==> config.mk <==
export PLATFORM = sky130hd
export DESIGN_NAME = unidade_controle
export DESIGN_NICKNAME = d
export VERILOG_FILES = /design/src/rtl/unidade_controle_pkg.sv /design/src/rtl/unidade_controle.sv
export SDC_FILE = /design/constraint.sdc
export NUM_CORES = 1
export LEC_CHECK = 0
export ABC_AREA = 1
export BUFFER_PORTS_ARGS = -buffer_cell sky130_fd_sc_hd__buf_2
export CAP_MARGIN = 40
export CORE_MARGIN = 3
export CORE_UTILIZATION = 35
export DETAILED_ROUTE_END_ITERATION = 16
export PLACE_DENSITY = 0.65
export SLEW_MARGIN = 30
export SYNTH_ARGS = -nofsm -noshare
export SYNTH_HDL_FRONTEND = slang
export SYNTH_SLANG_ARGS = --single-unit
==> constraint.sdc <==
create_clock -name clock -period 1.3 [get_ports clock]
set_input_delay 0.13 -clock clock [delete_from_list [all_inputs] [get_ports clock]]
set_output_delay 0.13 -clock clock [all_outputs]
set_load 0.02 [all_outputs]
==> src/rtl/unidade_controle_pkg.sv <==
// State codes and state-code width for the memory-game control unit.
package unidade_controle_pkg;

    localparam int ESTADO_W = 5;

    localparam logic [4:0] ST_INICIAL            = 5'd0;
    localparam logic [4:0] ST_PREPARACAO         = 5'd1;
    localparam logic [4:0] ST_INICIO_EXIBICAO    = 5'd2;
    localparam logic [4:0] ST_MOSTRA_LED         = 5'd3;
    localparam logic [4:0] ST_ZERA_LED           = 5'd4;
    localparam logic [4:0] ST_APAGA_LED          = 5'd5;
    localparam logic [4:0] ST_PROXIMO_LED        = 5'd6;
    localparam logic [4:0] ST_INICIO_RODADA      = 5'd7;
    localparam logic [4:0] ST_ESPERA_JOGADA      = 5'd8;
    localparam logic [4:0] ST_REGISTRA           = 5'd9;
    localparam logic [4:0] ST_COMPARACAO         = 5'd10;
    localparam logic [4:0] ST_PROXIMA_JOGADA     = 5'd11;
    localparam logic [4:0] ST_PROXIMA_RODADA     = 5'd12;
    localparam logic [4:0] ST_FIM_ACERTOU        = 5'd13;
    localparam logic [4:0] ST_FIM_ERROU          = 5'd14;
    localparam logic [4:0] ST_FIM_TIMEOUT        = 5'd15;
    localparam logic [4:0] ST_ESPERA_NOVA_JOGADA = 5'd16;
    localparam logic [4:0] ST_REGISTRA_NOVA      = 5'd17;

    typedef enum logic [4:0] {
        INICIAL            = ST_INICIAL,
        PREPARACAO         = ST_PREPARACAO,
        INICIO_EXIBICAO    = ST_INICIO_EXIBICAO,
        MOSTRA_LED         = ST_MOSTRA_LED,
        ZERA_LED           = ST_ZERA_LED,
        APAGA_LED          = ST_APAGA_LED,
        PROXIMO_LED        = ST_PROXIMO_LED,
        INICIO_RODADA      = ST_INICIO_RODADA,
        ESPERA_JOGADA      = ST_ESPERA_JOGADA,
        REGISTRA           = ST_REGISTRA,
        COMPARACAO         = ST_COMPARACAO,
        PROXIMA_JOGADA     = ST_PROXIMA_JOGADA,
        PROXIMA_RODADA     = ST_PROXIMA_RODADA,
        FIM_ACERTOU        = ST_FIM_ACERTOU,
        FIM_ERROU          = ST_FIM_ERROU,
        FIM_TIMEOUT        = ST_FIM_TIMEOUT,
        ESPERA_NOVA_JOGADA = ST_ESPERA_NOVA_JOGADA,
        REGISTRA_NOVA      = ST_REGISTRA_NOVA
    } estado_t;

endpackage

==> src/rtl/unidade_controle.sv <==
// Moore control FSM of the memory game: shows the sequence, checks the replay, appends a colour.
// Define UC_TIMEOUT_EN to enable the play timeout (states 8/16 -> 15 and enable_timeout).
module unidade_controle #(
    parameter int ESTADO_W = unidade_controle_pkg::ESTADO_W
) (
    input  logic                clock,
    input  logic                reset,
    input  logic                iniciar,
    input  logic                igual,
    input  logic                fim_jogo,
    input  logic                enderecoIgualLimite,
    input  logic                jogada_feita,
    input  logic                timeout,
    input  logic                timeout_led,
    input  logic                fim_sequencia,
    input  logic                timeout_habilitado,
    output logic                zera_endereco,
    output logic                conta_endereco,
    output logic                zera_limite,
    output logic                conta_limite,
    output logic                zeraR,
    output logic                registrarR,
    output logic                zera_s_timeout,
    output logic                enable_timeout,
    output logic                registra_modo,
    output logic                zera_modo,
    output logic                conf_leds,
    output logic                registra_jogada,
    output logic                zera_s_led,
    output logic                enable_led,
    output logic                pronto,
    output logic                ganhou,
    output logic                perdeu,
    output logic                db_timeout,
    output logic [ESTADO_W-1:0] db_estado
);
    import unidade_controle_pkg::*;

    estado_t estado_q;
    estado_t estado_d;
    logic    expirou;
    logic    habilita_espera;

`ifdef UC_TIMEOUT_EN
    assign expirou         = timeout & timeout_habilitado;
    assign habilita_espera = 1'b1;
`else
    logic unused_timeout;
    assign unused_timeout  = timeout ^ timeout_habilitado;
    assign expirou         = 1'b0;
    assign habilita_espera = 1'b0;
`endif

    always_ff @(posedge clock or posedge reset) begin
        if (reset) estado_q <= INICIAL;
        else       estado_q <= estado_d;
    end

    always_comb begin
        estado_d = estado_q;
        case (estado_q)
            INICIAL:         if (iniciar) estado_d = PREPARACAO;
            PREPARACAO:      estado_d = INICIO_EXIBICAO;
            INICIO_EXIBICAO: estado_d = MOSTRA_LED;
            MOSTRA_LED:      if (timeout_led) estado_d = ZERA_LED;
            ZERA_LED:        estado_d = APAGA_LED;
            APAGA_LED: begin
                if (timeout_led) estado_d = fim_sequencia ? INICIO_RODADA : PROXIMO_LED;
            end
            PROXIMO_LED:     estado_d = MOSTRA_LED;
            INICIO_RODADA:   estado_d = ESPERA_JOGADA;
            // A press arriving together with an expiry always wins.
            ESPERA_JOGADA: begin
                if (jogada_feita) estado_d = REGISTRA;
                else if (expirou) estado_d = FIM_TIMEOUT;
            end
            REGISTRA:        estado_d = COMPARACAO;
            COMPARACAO: begin
                if (!igual)                          estado_d = FIM_ERROU;
                else if (enderecoIgualLimite && fim_jogo) estado_d = FIM_ACERTOU;
                else if (enderecoIgualLimite)        estado_d = PROXIMA_RODADA;
                else                                 estado_d = PROXIMA_JOGADA;
            end
            PROXIMA_JOGADA:  estado_d = ESPERA_JOGADA;
            PROXIMA_RODADA:  estado_d = ESPERA_NOVA_JOGADA;
            ESPERA_NOVA_JOGADA: begin
                if (jogada_feita) estado_d = REGISTRA_NOVA;
                else if (expirou) estado_d = FIM_TIMEOUT;
            end
            REGISTRA_NOVA:   estado_d = INICIO_EXIBICAO;
            FIM_ACERTOU,
            FIM_ERROU,
            FIM_TIMEOUT:     if (iniciar) estado_d = PREPARACAO;
            default:         estado_d = INICIAL;
        endcase
    end

    always_comb begin
        zera_endereco   = 1'b0;
        conta_endereco  = 1'b0;
        zera_limite     = 1'b0;
        conta_limite    = 1'b0;
        zeraR           = 1'b0;
        registrarR      = 1'b0;
        zera_s_timeout  = 1'b0;
        enable_timeout  = 1'b0;
        registra_modo   = 1'b0;
        zera_modo       = 1'b0;
        conf_leds       = 1'b0;
        registra_jogada = 1'b0;
        zera_s_led      = 1'b0;
        enable_led      = 1'b0;
        pronto          = 1'b0;
        ganhou          = 1'b0;
        perdeu          = 1'b0;
        db_timeout      = 1'b0;
        case (estado_q)
            INICIAL:         zera_modo = 1'b1;
            PREPARACAO: begin
                zera_endereco  = 1'b1;
                zera_limite    = 1'b1;
                zeraR          = 1'b1;
                registra_modo  = 1'b1;
                zera_s_timeout = 1'b1;
                zera_s_led     = 1'b1;
            end
            INICIO_EXIBICAO: begin
                zera_endereco = 1'b1;
                zera_s_led    = 1'b1;
            end
            MOSTRA_LED: begin
                conf_leds  = 1'b1;
                enable_led = 1'b1;
            end
            ZERA_LED:        zera_s_led = 1'b1;
            APAGA_LED:       enable_led = 1'b1;
            PROXIMO_LED: begin
                conta_endereco = 1'b1;
                zera_s_led     = 1'b1;
            end
            INICIO_RODADA: begin
                zera_endereco  = 1'b1;
                zera_s_timeout = 1'b1;
            end
            ESPERA_JOGADA:   enable_timeout = habilita_espera;
            REGISTRA: begin
                registrarR     = 1'b1;
                zera_s_timeout = 1'b1;
            end
            COMPARACAO:      ;
            PROXIMA_JOGADA:  conta_endereco = 1'b1;
            PROXIMA_RODADA: begin
                conta_limite   = 1'b1;
                conta_endereco = 1'b1;
                zera_s_timeout = 1'b1;
            end
            ESPERA_NOVA_JOGADA: enable_timeout = habilita_espera;
            REGISTRA_NOVA:   registra_jogada = 1'b1;
            FIM_ACERTOU: begin
                pronto = 1'b1;
                ganhou = 1'b1;
            end
            FIM_ERROU: begin
                pronto = 1'b1;
                perdeu = 1'b1;
            end
            FIM_TIMEOUT: begin
                pronto     = 1'b1;
                perdeu     = 1'b1;
                db_timeout = 1'b1;
            end
            default:         zera_modo = 1'b1;
        endcase
    end

    assign db_estado = ESTADO_W'(estado_q);

endmodule

==> results of run 1 <==
[repair_timing]
action	CTS	global route
resized for setup	67	20
hold endpoints to repair	5	0
cloned	0	0
setup buffers	15	12
setup endpoints to repair	21	21
hold buffers	1	0
pin swaps	8	5
[critical path: cells and delay by family (launching register included)]
| family | cells | cell delay (ns) |
|---|---|---|
| simple gates | 4 | 0.57 |
| flops | 1 | 0.49 |
| buf+inv | 4 | 0.45 |
[final cells by class]
type | instances | area (µm²)
inverters | 21 | 83.8
fillers | 42 | 68.8
multi-input cells | 86 | 564
repair buffers | 84 | 707
clock buffers | 4 | 26.3
well taps | 24 | 30.0
flip-flops and latches | 5 | 131
[cell usage in the layout (no fill, tap or decap), drive strengths merged]
cell / Yosys / layout
inv: 21 / 21
nand3b: 1 / 1
dlygate4sd3: 0 / 1
nand3: 15 / 15
conb: 1 / 1
clkbuf: 0 / 4
nor2: 20 / 20
nand2: 40 / 40
buf: 3 / 83
o211ai: 1 / 1
nand4: 2 / 2
o21ai: 2 / 2
a21oi: 2 / 2
nor3: 2 / 2
dfrtp: 5 / 5
[metal layers]
layer	GRT usage, %	up-vias	wire length (µm)
li1	-	524	-
met1	34.0	600	1510
met3	6.13	50	485
met4	8.53	0	403
met5	0	-	0
met2	46.8	145	2190
[report_power, final]
part           internal (µW)  switching (µW)  leakage (µW)  total [µW]
logic                   1790            2110      0.000834        3900
registers                234             180     0.0000580         415
clock network            117            85.5     0.0000150         203
total                   2140            2380      0.000907        4520
[Yosys cell counts]
cell	number	area share, %
a21oi_1	2	1.6
buf_4	3	3.5
conb_1	1	0.59
dfrtp_1	5	20
inv_1	19	11
inv_2	2	1.2
nand2_1	33	19
nand2_2	6	5.9
nand2_4	1	1.8
nand3_1	13	10
nand3_2	2	3.1
nand3b_1	1	1.2
nand4_1	2	2.0
nor2_1	15	8.8
nor2_2	5	4.9
nor3_1	1	0.78
nor3_2	1	1.6
o211ai_1	1	1.2
o21ai_0	1	0.78
o21ai_1	1	0.78
[logic make-up (layout without fill, tap and decap cells)]
kind of cell	Yosys count	in the layout	synth area share, %
AND/OR/NAND/NOR	80	80	59.6
buffers and inverters	24	109	15.9
AO/OA/AOI/OAI	5	5	4.31
flip-flops	5	5	19.6
other	1	1	0.588
[metrics by stage]
| step | instance area, µm² | util, % | hold slack (ns) | std cells | setup WS, ns |
|---|---|---|---|---|---|
| floorplan | 683 | - | -0.0914 | 115 | -0.167 |
| global placement | 1070 | 66.6 | 0.0282 | 197 | -0.187 |
| detailed placement | 1070 | 66.6 | 0.0382 | 197 | -0.211 |
| CTS | 1400 | 86.9 | 0.240 | 214 | -0.389 |
| global route | 1540 | 95.7 | 0.306 | 224 | -0.688 |
| finish | 1540 | 95.7 | 0.272 | 224 | -0.582 |
[path summary, 6_finish.rpt]
path                            depth (start not counted)  slack (ns)                       end
worst max-delay path                                    8       -0.58                 zera_modo
worst min-delay path                                    5        0.27  db_estado[0]$_DFFE_PP0P_
worst max register to register                         10       -0.43  db_estado[3]$_DFFE_PP0P_
worst min register to register                          3        0.75  db_estado[1]$_DFFE_PP0P_
max in group asynchronous                               3        0.68  db_estado[2]$_DFFE_PP0P_
min in group asynchronous                               3        0.36  db_estado[0]$_DFFE_PP0P_
==> results.py, run 1 <==
metrics = {
    "status": {
        "status": "finished with violations",
        "failed_checks": "negative setup slack",
    },
    "floorplan": {
        "die_h_um": 48.7,
        "die_w_um": 48.7,
        "die-area_um2": 2370,
        "initial_utilization_pct": 39.6,
        "pin_count": 34,
        "placementRows": 14,
        "coreArea_um2": 1610,
    },
    "critical_path": {
        "r2r-start": "db_estado[1]$_DFFE_PP0P_",
        "worst_ep_required_time_ns": 1.17,
        "cpPeakStageDelay_ns": 0.49,
        "crit_start": "db_estado[3]$_DFFE_PP0P_",
        "path_cells": "inv_2 > buf_4 > nand3_1 > nand2_1 > nor2_2 > inv_2 > nor3_4 > buf_6",
        "crit_fanout": 7,
        "cp.arrival_ns": 1.75,
        "path_class": "reg2out",
        "end_kind": "primary output",
        "cp_slowest_cell": "dfrtp_2",
        "worstSetupStartpointType": "flop",
        "path_common_cell": "inv_2",
    },
    "sta": {
        "min_period_ns": 1.88,
        "drv_slew": 0,
        "fin_skew_ns": 0.0225,
        "rsz0062_at_grt": "yes",
        "tns_ns": -8.11,
        "final.period_utilization_pct": 145,
        "hold_viol": 0,
        "setup_viol": 22,
        "fmax_mhz": 531,
        "fin_ws_ns": -0.582,
    },
    "clock_tree": {
        "worstSkewPairLatency_ns": 0.26,
        "cts.sinks": 5,
        "cts_buffer_depth": 2,
        "clk_pin_slew_ns": 0.07,
        "root_buffer": "clkbuf_4",
        "cts_tree": "done",
        "numCtsBuffers": 3,
        "cts-htree-levels": 1,
    },
    "pwr": {
        "ir_drop_mv": 2.36,
        "power_density_nw_per_um2": 2930,
        "power_uw": 4520,
        "cellLeakagePower_uw": 0.000907,
    },
    "yosys": {
        "ys_ff_latch": 5,
        "yosys_warnings": 0,
        "syn_nets": 126,
        "ys_seq_area_share_pct": 19.6,
        "synth.distinct_cells": 20,
        "avgSynthCellArea_um2": 5.55,
        "syn_area_um2": 638,
        "synth_cells": 115,
    },
    "placed_design": {
        "dp_hpwl_um": 1810,
        "port_buffers": 30,
        "place.gp.congestion": 0.842,
    },
    "worst_hold_path": {
        "hp-start": "fim_sequencia",
        "hp-class": "in2reg",
    },
    "global_routing": {
        "gr-total-overflow": 0,
        "grt_pass1_wl_um": 5130,
        "grt_pass1_vias": 1103,
        "grt_max_degree": 8,
        "antenna_found_initial": 0,
        "gr-usage-all-layers_pct": 27.5,
    },
    "layout": {
        "syn_to_final_growth_pct": 142,
        "nets": 212,
        "diodes": 0,
        "drive_above_1_share_pct": 71.5,
        "largest_register_ffs": 5,
    },
    "detailed_routing": {
        "antenna_left": 0,
        "via_per_inst": 5.89,
        "wl_per_cell_um": 20.5,
        "routed_wl_um": 4590,
        "first_pass_iters": 5,
        "drtIter0Drc": 120,
        "drcViolationCount": 0,
        "num_vias": 1319,
    },
    "flow_run": {
        "cap_violations": 0,
    },
}
Power figures use the tool's default switching activity.
==> run 2: changes to the inputs <==
--- a/config.mk
+++ b/config.mk
@@ -8,7 +8,6 @@
 export ABC_AREA = 1
 export BUFFER_PORTS_ARGS = -buffer_cell sky130_fd_sc_hd__buf_2
 export CAP_MARGIN = 40
-export CORE_MARGIN = 3
 export CORE_UTILIZATION = 35
 export DETAILED_ROUTE_END_ITERATION = 16
 export PLACE_DENSITY = 0.65
==> run 2 against run 1 <==
  * The run still ends with negative setup slack left
  * Sequential cell count unchanged
  * Design area down 0.73%
  * Hold slack got worse by 0.030 ns
  * Final cell count decreased by 4.0%
  * Critical path type unchanged
  * Clock-buffer cell count is the same
  * Global-route usage grew 4.2 points
  * Die area fell by 16%
  * Wire length fell by 23%
  * Register-to-register slack gained 0.16 ns
  * Core utilization decreased by 7.0 points
  * First-iteration DRC count fell by 59%
  * Sequential power down 3%
==> results.py, run 2 (synthesized netlist as in run 1, its figures left out) <==
metrics = {
    "pwr": {
        "power_uw": 4180,
        "power_density_nw_per_um2": 2730,
        "ir_drop_mv": 1.88,
        "cellLeakagePower_uw": 0.000880,
    },
    "layout": {
        "stdcell_area_um2": 1530,
        "diodes": 0,
        "nets": 202,
        "num-fill-cells": 87,
        "final_cell_mix": "buf_4 (32), buf_6 (28), nand2_1 (22)",
        "mostFrequentLayoutCell": "buf_4",
        "largest_register_ffs": 5,
        "syn_to_final_growth_pct": 140,
        "drive_above_1_share_pct": 72.1,
    },
    "sta": {
        "rsz0062_at_grt": "yes",
        "holdWs_ns": 0.242,
        "fin_skew_ns": 0.0103,
        "drv_slew": 0,
        "fin_ws_ns": -0.535,
        "setup_viol": 23,
        "tns_ns": -6.43,
        "min_period_ns": 1.84,
        "final.period_utilization_pct": 141,
        "fmax_mhz": 545,
        "hold_viol": 0,
    },
    "status": {
        "failed_checks": "negative setup slack",
        "status": "finished with violations",
    },
    "global_routing": {
        "gr-total-overflow": 0,
        "grt_pass1_vias": 933,
        "antenna_found_initial": 0,
        "gr-usage-all-layers_pct": 31.7,
        "grt_max_degree": 7,
        "grt_pass1_wl_um": 4400,
    },
    "detailed_routing": {
        "first_pass_iters": 4,
        "wl_per_cell_um": 16.4,
        "drtIter0Drc": 49,
        "via_per_inst": 5.11,
        "num_vias": 1098,
        "antenna_left": 0,
        "drcViolationCount": 0,
        "routed_wl_um": 3530,
    },
    "flow_run": {
        "cap_violations": 0,
    },
    "critical_path": {
        "cp_num_buf_inv": 3,
        "worstSetupStartpointType": "flop",
        "worst_ep_required_time_ns": 1.17,
        "cp.arrival_ns": 1.71,
        "cp_slowest_cell": "dfrtp_2",
        "crit_family": "simple AND/OR/NAND/NOR gates",
        "path_class": "reg2out",
        "path_cells": "inv_2 > nor2_4 > inv_1 > a21oi_2 > nor2_1 > nand2_1 > nor3_4 > buf_6",
        "end_kind": "primary output",
        "cpPeakStageDelay_ns": 0.45,
        "crit_fanout": 5,
    },
    "placed_design": {
        "dpl_cell_area_um2": 1040,
        "port_buffers": 30,
        "dp_hpwl_um": 1710,
        "place.gp.congestion": 0.879,
    },
    "clock_tree": {
        "worstSkewPairLatency_ns": 0.26,
        "cts.sinks": 5,
        "cts_tree": "done",
        "cts-htree-levels": 1,
        "numCtsBuffers": 3,
        "root_buffer": "clkbuf_4",
        "cts_buffer_depth": 2,
        "clk_pin_slew_ns": 0.04,
    },
    "floorplan": {
        "die-area_um2": 2000,
        "placementRows": 15,
        "coreArea_um2": 1730,
        "die_h_um": 44.7,
        "die_w_um": 44.7,
        "pin_count": 34,
        "initial_utilization_pct": 37.0,
    },
    "worst_hold_path": {
        "hp-class": "in2reg",
    },
}
==> run 2: cell count changes in the layout (fill, tap and decap cells not counted), sizes merged <==
cell | previous run | this run
buf | 83 | 73
==> run 2: what timing repair did <==
action / CTS / global route
gates resized for setup: 67 / 33
setup endpoints to repair: 21 / 22
setup buffers: 12 / 9
pin swaps: 12 / 21
hold endpoints to repair: 5 / 0
cloned: 0 / 0
hold buffers: 1 / 0
==> run 2: final timing paths <==
check                      cells past startpoint  slack [ns]                        to                startpoint
setup / recovery                               8       -0.54                 zera_modo  db_estado[2]$_DFFE_PP0P_
hold / removal                                 5        0.24  db_estado[0]$_DFFE_PP0P_             fim_sequencia
setup reg to reg                              10       -0.27  db_estado[2]$_DFFE_PP0P_  db_estado[2]$_DFFE_PP0P_
hold reg to reg                                2        0.65  db_estado[0]$_DFFE_PP0P_  db_estado[0]$_DFFE_PP0P_
max in group asynchronous                      3        0.70  db_estado[1]$_DFFE_PP0P_                     reset
min in group asynchronous                      3        0.38  db_estado[3]$_DFFE_PP0P_                     reset
==> run 2: stage by stage <==
| step | worst slack [ns] | std cells | utilization (%) |
|---|---|---|---|
| 2_1_floorplan | -0.167 | 115 | - |
| 3_3_place_gp | -0.180 | 194 | 60.5 |
| 3_5_place_dp | -0.179 | 194 | 60.5 |
| 4_1_cts | -0.399 | 210 | 80.4 |
| 5_1_grt | -0.586 | 215 | 88.7 |
| 6_report | -0.535 | 215 | 88.7 |
==> run 2: worst register-to-register path, cell delays in order (launching register included) <==
cell	delay (ns)
dfrtp_2	0.46
buf_4	0.17
nor2_2	0.18
nand3_2	0.12
nand2_2	0.11
buf_4	0.13
nand2_4	0.07
nand2_4	0.07
nor2_4	0.04
nand2_1	0.07
nand2_1	0.05
==> run 2: routing by layer <==
metal  global-route usage [%]  part of all wire, %
met5                        0                    0
met4                     15.8                  3.6
met3                     4.80                  5.6
met2                     54.7                   51
met1                     38.2                   39
==> run 2: area by class of cell <==
cell class	count	area [µm²]	area share, %
flip-flops and latches	5	131	8.58
well taps	25	31.3	2.04
clock buffers	4	26.3	1.72
multi-input cells	86	631	41.2
inverters	21	81.3	5.31
repair buffers	74	631	41.2
==> run 2: report_power, final <==
part / internal (µW) / switching (µW) / leakage [µW]
clock: 117 / 81.0 / 0.0000150
sequential: 235 / 166 / 0.0000580
combinational: 1610 / 1960 / 0.000807
